## src/rtl/jtag_master.sv

```systemverilog
// jtag_master: host-side JTAG scan driver (IR/DR/TAP-reset); define JTAG_MASTER_AUTO_RESET_EN to run a TAP reset after Reset_n releases.
module jtag_master #(
  parameter int MAX_LEN = 64,
  parameter int LEN_W   = 7
) (
  input  logic               CLK,
  input  logic               Reset_n,
  input  logic               cmd_valid,
  output logic               cmd_ready,
  input  logic [1:0]         cmd_op,
  input  logic [LEN_W-1:0]   cmd_len,
  input  logic [MAX_LEN-1:0] cmd_data,
  output logic               rsp_valid,
  output logic               rsp_err,
  output logic [MAX_LEN-1:0] rsp_data,
  output logic               TCK,
  output logic               TMS,
  output logic               TDI,
  input  logic               TDO
);
  localparam int CW = LEN_W + 1;
  localparam int IW = $clog2(MAX_LEN);
  localparam logic [LEN_W-1:0] MAXL = LEN_W'(MAX_LEN);
  localparam logic [1:0] OP_IR = 2'b01;
  localparam logic [1:0] OP_RST = 2'b10;
  typedef enum logic [1:0] {
    IDLE,
    RUN,
`ifdef JTAG_MASTER_AUTO_RESET_EN
    AUTORST,
`endif
    DONE
  } state_t;
`ifdef JTAG_MASTER_AUTO_RESET_EN
  localparam state_t RST_STATE = AUTORST;
  localparam logic RST_READY = 1'b0;
`else
  localparam state_t RST_STATE = IDLE;
  localparam logic RST_READY = 1'b1;
`endif
  state_t state;
  logic [1:0] op;
  logic [LEN_W-1:0] len;
  logic [MAX_LEN-1:0] data, cap;
  logic [CW-1:0] cnt, pre, last, tot, nk;
  logic [IW-1:0] cur_i, nxt_i;
  logic ill, cur_sh, nxt_sh, nxt_tms;
  // cnt is the 1-based TCK bit currently on the pins; 0 means the scan has not started
  always_comb begin
    pre = (op == OP_IR) ? CW'(4) : CW'(3);
    last = pre + CW'(len);
    tot = (op == OP_RST) ? CW'(6) : last + CW'(2);
    nk = cnt + CW'(1);
    cur_sh = (op != OP_RST) && (cnt > pre) && (cnt <= last);
    nxt_sh = (op != OP_RST) && (nk > pre) && (nk <= last);
    cur_i = IW'(cnt - pre - CW'(1));
    nxt_i = IW'(nk - pre - CW'(1));
    nxt_tms = (op == OP_RST) ? (nk <= CW'(5)) :
              (nk <= pre) ? (nk < pre - CW'(1)) :
              (nk == last || nk == last + CW'(1));
    ill = (op == 2'b11) || (len == '0) || (len > MAXL);
  end
  always_ff @(posedge CLK or negedge Reset_n) begin
    if (!Reset_n) begin
      state <= RST_STATE;
      op <= OP_RST;
      len <= '0;
      data <= '0;
      cap <= '0;
      cnt <= '0;
      cmd_ready <= RST_READY;
      rsp_valid <= 1'b0;
      rsp_err <= 1'b0;
      rsp_data <= '0;
      TCK <= 1'b0;
      TMS <= 1'b1;
      TDI <= 1'b0;
    end else begin
      rsp_valid <= 1'b0;
      case (state)
        IDLE, DONE: begin
          rsp_err <= 1'b0;
          if (cmd_valid && cmd_ready) begin
            op <= cmd_op;
            len <= cmd_len;
            data <= cmd_data;
            cap <= '0;
            cnt <= '0;
            cmd_ready <= 1'b0;
            state <= RUN;
          end else begin
            state <= IDLE;
          end
        end
        default: begin
          if (state == RUN && cnt == '0 && ill) begin
            state <= DONE;
            rsp_valid <= 1'b1;
            rsp_err <= 1'b1;
            cmd_ready <= 1'b1;
          end else if (!TCK && cnt != '0) begin
            TCK <= 1'b1;
            if (cur_sh) cap[cur_i] <= TDO;
          end else if (cnt == tot) begin
            TCK <= 1'b0;
            TMS <= 1'b0;
            TDI <= 1'b0;
            cmd_ready <= 1'b1;
            rsp_valid <= (state == RUN);
            rsp_err <= 1'b0;
            rsp_data <= cap;
            state <= (state == RUN) ? DONE : IDLE;
          end else begin
            cnt <= nk;
            TCK <= 1'b0;
            TMS <= nxt_tms;
            TDI <= nxt_sh && data[nxt_i];
          end
        end
      endcase
    end
  end
endmodule

```

## config.mk

```make
export PLATFORM = sky130hd
export DESIGN_NAME = jtag_master
export DESIGN_NICKNAME = d
export VERILOG_FILES = /design/src/rtl/jtag_master.sv
export SDC_FILE = /design/constraint.sdc
export NUM_CORES = 1
export LEC_CHECK = 0
export BUFFER_PORTS_ARGS = -buffer_cell sky130_fd_sc_hd__buf_4
export CAP_MARGIN = 20
export CORE_MARGIN = 3
export CORE_UTILIZATION = 61
export DETAILED_ROUTE_END_ITERATION = 6
export PLACE_DENSITY = 0.83
export SLEW_MARGIN = 15
export SYNTH_ARGS = -nofsm -noshare
export SYNTH_HDL_FRONTEND = slang
export SYNTH_SLANG_ARGS = --single-unit
```

## constraint.sdc

```tcl
create_clock -name CLK -period 13 [get_ports CLK]
set_input_delay 0.65 -clock CLK [delete_from_list [all_inputs] [get_ports CLK]]
set_output_delay 0.65 -clock CLK [all_outputs]
set_load 0.1 [all_outputs]
```

Word level (Yosys, flattened, before mapping)
Cells that the tools add are included.
W data, S select, Z words.
{ "word_totals": {"ff_bits": 217, "in_bits": 77, "output_inout_bits": 70, "word_cells": 121} }
{ "op_classes": {"add_sub_neg": 9, "magnitude_cmp": 11, "n_eq_ne": 14, "mux": 41, "bitwise_logic": 3, "n_reduce_logical": 30} }
{ "op_table": {"columns": ["op", "n"], "rows": [
  ["$mux W64", 5],
  ["$bwmux W64", 1],
  ["$mux W8", 6],
  ["$eq A8 B8 Y1", 3],
  ["$mux W1", 21],
  ["$add A8 B1 Y8 const B", 2],
  ["$gt A8 B3 Y1", 2],
  ["$le A8 B8 Y1", 2],
  ["$lt A6 B7 Y1 const B", 2],
  ["$reduce_and A4 Y1", 3],
  ["$sub A6 B1 Y6 const B", 2],
  ["$sub A6 B3 Y6", 2],
  ["$logic_and A1 B1 Y1", 10],
  ["$mux W2", 5],
  ["$add A3 B7 Y8", 1],
  ["$add A8 B2 Y8 const B", 1],
  ["$le A8 B3 Y1", 1],
  ["$le A8 B3 Y1 const B", 1],
  ["$logic_not A8 Y1", 1],
  ["$lt A8 B8 Y1", 1],
  ["$reduce_bool A8 Y1", 1],
  ["$gt A7 B7 Y1 const B", 1],
  ["$logic_not A7 Y1", 1],
  ["$bmux W1 S6", 1],
  ["other kinds (18)", 32]
]} }

Logic depth before layout (Yosys ltp)
{ "logic_depth": {"depth_word": 13, "mapped_depth": 21, "ltp_nobuf": 18} }

Least setup slack after synthesis
Ideal clock, no wire load.
{ "synth_path": {"path_type": "register to register", "from": "register op[1]", "to": "register rsp_data[0]", "setup_ps": 126, "t_arrival_ps": 4204, "required_ps": 12874, "path_slack_ps": 8669, "stages_incl_launch_ff": 18, "path_buffers": 2, "period_less_slack_ps": 4331, "cell_sequence": "dfstp_2 and2b_4 clkbuf_1 inv_1 ha_1 ha_1 nor2_1 mux2i_1 xnor2_1 ha_1 nor3_1 or3b_1 xnor2_1 nor4_2 nand4_4 nor2_8 buf_12 mux2_4"} }
{ "synth_between": {"elab_chain_cells": 7, "word_cells_on_any_way": 13, "cone_classes": "add/sub (2); eq/ne (4); mux (2); bitwise (1); reduce/logical (4)"} }
{ "synth_rtl": {"columns": ["element", "line", "source"], "rows": [
  ["start: declaration", "42", "logic [1:0] op;"],
  ["start signal: assignment", "84", "op <= cmd_op;"],
  ["$eq A2 B1 Y1", "50", "pre = (op == OP_IR) ? CW'(4) : CW'(3);"],
  ["$mux W3", "50", null],
  ["$add A3 B7 Y8", "51", "last = pre + CW'(len);"],
  ["$add A8 B2 Y8", "52", "tot = (op == OP_RST) ? CW'(6) : last + CW'(2);"],
  ["$mux W8", "52", null],
  ["$eq A8 B8 Y1", "104", "end else if (cnt == tot) begin"],
  ["$reduce_and A4 Y1 (no line) *", null, null],
  ["end signal: assignment", "111", "rsp_data <= cap;"],
  ["end: declaration", "15", "output logic [MAX_LEN-1:0] rsp_data,"]
]} }
Every way passes the cells marked *; elsewhere a longest branch is shown, timed or not.
A chain may end at the register's enable or synchronous reset.

Final worst setup path
{ "layout_path": {"from": "register op[1]", "to": "register rsp_data[5]"} }
The elaborated chain is that of the path after synthesis.

==> metrics.md <==
| Metric | Value |
|---|---|
| # resized after CTS | `0` |
| Final worst path period need | `5.28 ns` |
| Via density per instance | `about 6.0` |
| First-pass GRT wire length | `about 46,000 um` |
| Critical path type | `reg -> reg` |
| # Max-Cap Violations | `0` |
| NumNets Final | `1,362` |
| Reg clk slew, reported paths | `0.06 ns` |
| GRT met2 Usage | `0.444` |
| Unique masters post-synth | `between 80 and 90` |
| Clock sink total | `roughly 220` |
| Final global-route overflow total | `0` |
| Setup TNS | `0 ns` |
| DRC violations left | `0` |
| Largest net degree at the start of global routing | `100` |
| GRT met3 Usage | `0.0374` |
| Met1 Use GR | `0.388` |
| Clock latency at the later pin of the worst-skew pair | `approximately 0.52 ns` |
| Number of placement rows | `approximately 50` |
| Gate Count Post-Synth | `between 1,000 and 1,500` |
| Final Setup Violations | `0` |
| WL final | `between 20,000 and 30,000 um` |
| Tot Pwr | `roughly 3300 uW` |
| CTS tree | `built` |
| Die Ht | `~140 um` |
| Syn Nets | `1,243` |
| Startpoint class of the critical path | `flip-flop` |
| Placed cell areas | `12,700 um^2` |
| Mean post-synth cell area | `between 10 and 15 um^2` |
| Starting Density | `0.634` |
| Top-Level Pins | `between 100 and 150` |
| Ant diodes | `0` |
| Vias in the first global route | `8,854` |
| Total CTS buffers | `23` |
| Share of post-route cells with drive strength above 1 | `0.233` |
| Fillcell total | `1,263` |
| Hpwl dp | `a little under 20,000 um` |
| DRT iter0 DRCs | `just over 900` |
| Number of synthesized register bits | `~220` |
| NetSw | `between 1000 and 1500 uW` |
| Ys flop type | `dfrtp_1` |
| Die area | `20,700 um^2` |
| Setup Skew | `approximately 0.033 ns` |
| Worst slew margin | `0.308` |
| Worst path most repeated cell | `ha_1` |
| Total GRT Usage | `0.276` |
| Post-CTS Setup Bufs | `0` |
| Seq/Total Area, Yosys | `0.468` |
| Yosys warning total | `0` |
| Drt first pass iters | `5` |
| CTS max path bufs | `3` |
| Htree depth | `1` |
| Switching part of the total | `0.437` |
| Post-synth EDFFs | `0` |
| Final antenna-violating net count | `0` |
| Min-Delay Path Class | `in -> async` |
| Crit path required time | `13.39 ns` |
| Core region area | `~18,000 um^2` |
| Crit path largest cell delay | `0.75 ns` |
| Die Width | `roughly 140 um` |
| Worst-Margin Slew | `between 1 and 1.5 ns` |
| Initial antenna violation count | `0` |
| P&R area growth vs syn | `15.6%` |
| Final core utilization | `0.733` |
| FF-to-FF Start | `op[1]` |
| Mapped cell area | `between 10,000 and 15,000 um^2` |
| Slowest stage cell on the critical path | `buf_4` |
| Gr busiest metal | `met2` |
| Critical path capture point type | `flip-flop` |
| Clock root cell | `clkbuf_16` |
| Pwr/cell area | `roughly 250 nW/um^2` |
| Comb pwr share | `0.533` |
| Clock Power Share | `0.183` |
| Async set or reset register ratio after synthesis | `1.00` |
| Final Cell Area | `around 13,000 um^2` |
| Pleak | `between 0.006 and 0.007 uW` |
| Hold Fails Final Rpt | `0` |
| Final Cycle Share | `0.406` |
| Worst VDD drop | `0.166 mV` |
| Critical path cell sequence | `and2b_4 -> inv_1 -> ha_1 -> ha_1 -> nor2_1 -> mux2i_1 -> xnor2_1 -> ha_1 -> nor3_1 -> or3b_1 -> xnor2_1 -> nor4_2 -> nand4_4 -> nor2_8 -> buf_4 -> mux2_4` |
| Maximum fanout along the worst path | `46` |
| RePlAce Congestion | `0.937` |
| Avg WL per Cell | `19.0 um` |
| WP buf/inv | `2` |
| Vias | `9,060` |
| Crit path from | `op[1]` |
| Pint | `1860 uW` |
| Seq pwr share | `0.284` |
| Outcome | `finished clean` |
| Max Clk Rate | `between 0.15 and 0.2 GHz` |
| Fin. max-slew vios | `0` |
| CTS hold repair buffers | `0` |
| CP top delay family | `simple AND/OR/NAND/NOR gates` |
| RSZ-0062 raised after global routing | `no` |
| Critical Path AT | `about 5.7 ns` |
| IO Port Bufs | `about 150` |
placed cells by master, fill, tap and decap left out, types with 6 or more instances in the layout:
master     count
xnor2_1       31
nand2_1      320
xor2_1         9
nand3_1       14
clkbuf_16     23
nor2b_1       18
nor2_1        42
a22o_1        65
clkbuf_1       6
buf_4        152
mux2_4        60
mux2i_1       11
o211ai_1       9
a31oi_1        6
ha_1          27
nand2b_1       6
inv_1         21
dfrtp_1      214
o21ai_0       84
nor3_1         7
a21oi_1       13
mux4_2        16
nand4_1        6
routing by layer:
layer / share of wire / routed length [um] / up-vias
met5: 0 / 0 / -
met4: 0.037 / 1060 / 0
met3: 0.060 / 1710 / 75
met2: 0.47 / 13500 / 376
met1: 0.43 / 12300 / 4394
li1: - / - / 4215
synthesized netlist by cell type, types with 3 or more instances:
| library cell | number | area, um^2 |
|---|---|---|
| mux2_1 | 5 | 56.3 |
| o211ai_1 | 9 | 67.6 |
| o21ai_1 | 3 | 15.0 |
| nor3_1 | 8 | 40.0 |
| buf_2 | 6 | 30.0 |
| a21oi_1 | 13 | 65.1 |
| mux2i_1 | 11 | 110 |
| a2111oi_0 | 3 | 26.3 |
| a22oi_1 | 3 | 22.5 |
| clkbuf_1 | 45 | 169 |
| nand4_1 | 6 | 37.5 |
| o41ai_1 | 4 | 35.0 |
| buf_12 | 6 | 120 |
| xor2_1 | 9 | 78.8 |
| nand3_1 | 14 | 70.1 |
| a22o_1 | 65 | 569 |
| nor2_1 | 42 | 158 |
| mux2_2 | 5 | 56.3 |
| mux4_2 | 16 | 360 |
| nor3b_1 | 3 | 22.5 |
| nand2_1 | 320 | 1200 |
| o21ai_0 | 84 | 420 |
| and4_1 | 3 | 26.3 |
| dfrtp_1 | 214 | 5360 |
| a211oi_1 | 4 | 30.0 |
| and2_1 | 3 | 18.8 |
| xnor2_1 | 31 | 272 |
| nor2b_1 | 18 | 113 |
| inv_1 | 21 | 78.8 |
| or4_1 | 4 | 30.0 |
| mux2_4 | 60 | 901 |
| dfstp_2 | 3 | 78.8 |
| a31oi_1 | 6 | 37.5 |
| ha_1 | 27 | 338 |
| nand2b_1 | 6 | 37.5 |
state kept, by name, indices dropped and copies added (netlist names):
name,cells
TCK,1
TDI,1
TMS,1
cap,64
cmd_ready,1
cnt,8
data,64
len,7
op,2
rsp_data,64
rsp_err,1
rsp_valid,1
state,2
cells by family after synthesis:
logic type      synth area share
mux                        0.128
fa+ha+maj                 0.0308
simple gates               0.173
flops                      0.468
buf+inv                   0.0380
xor+xnor                  0.0315
compound gates             0.131
power by group through the flow:
stage	sequential [uW]	combinational (uW)	clock, uW
after CTS	938	1740	611
after global routing	958	1930	635
after global placement	940	1690	0
after floorplan	977	1310	0
final	939	1760	604
after detailed placement	948	1720	0
path summary, 6_finish.rpt:
path	slack [ns]	cells past startpoint	endpoint
min reg2reg	0.47	2	data[58]
max reg2reg	7.72	16	rsp_data[5]
min in group CLK	0.34	3	data[56]
max in group asynchronous	10.75	3	rsp_data[24]
max	7.72	16	rsp_data[5]
min	0.22	1	rsp_data[45]
through the flow:
| stage | hold WS [ns] | std cells | setup slack [ns] |
|---|---|---|---|
| CTS | 0.245 | 1498 | 7.72 |
| global placement | 0.453 | 1460 | 7.95 |
| detailed placement | 0.460 | 1460 | 7.71 |
| floorplan | 0.354 | 1139 | 8.67 |
| global route | 0.294 | 1500 | 7.33 |
| finish | 0.218 | 1500 | 7.72 |
cell type report:
| class | count | area, um^2 | area share |
|---|---|---|---|
| multi-input cells | 837 | 5750 | 0.428 |
| clock inverters | 6 | 41.3 | 0.00307 |
| well taps | 229 | 287 | 0.0213 |
| inverters | 25 | 103 | 0.00764 |
| flip-flops and latches | 217 | 5430 | 0.405 |
| repair buffers | 154 | 1170 | 0.0875 |
| clock buffers | 32 | 639 | 0.0476 |
(Power assumes the default switching activity.)
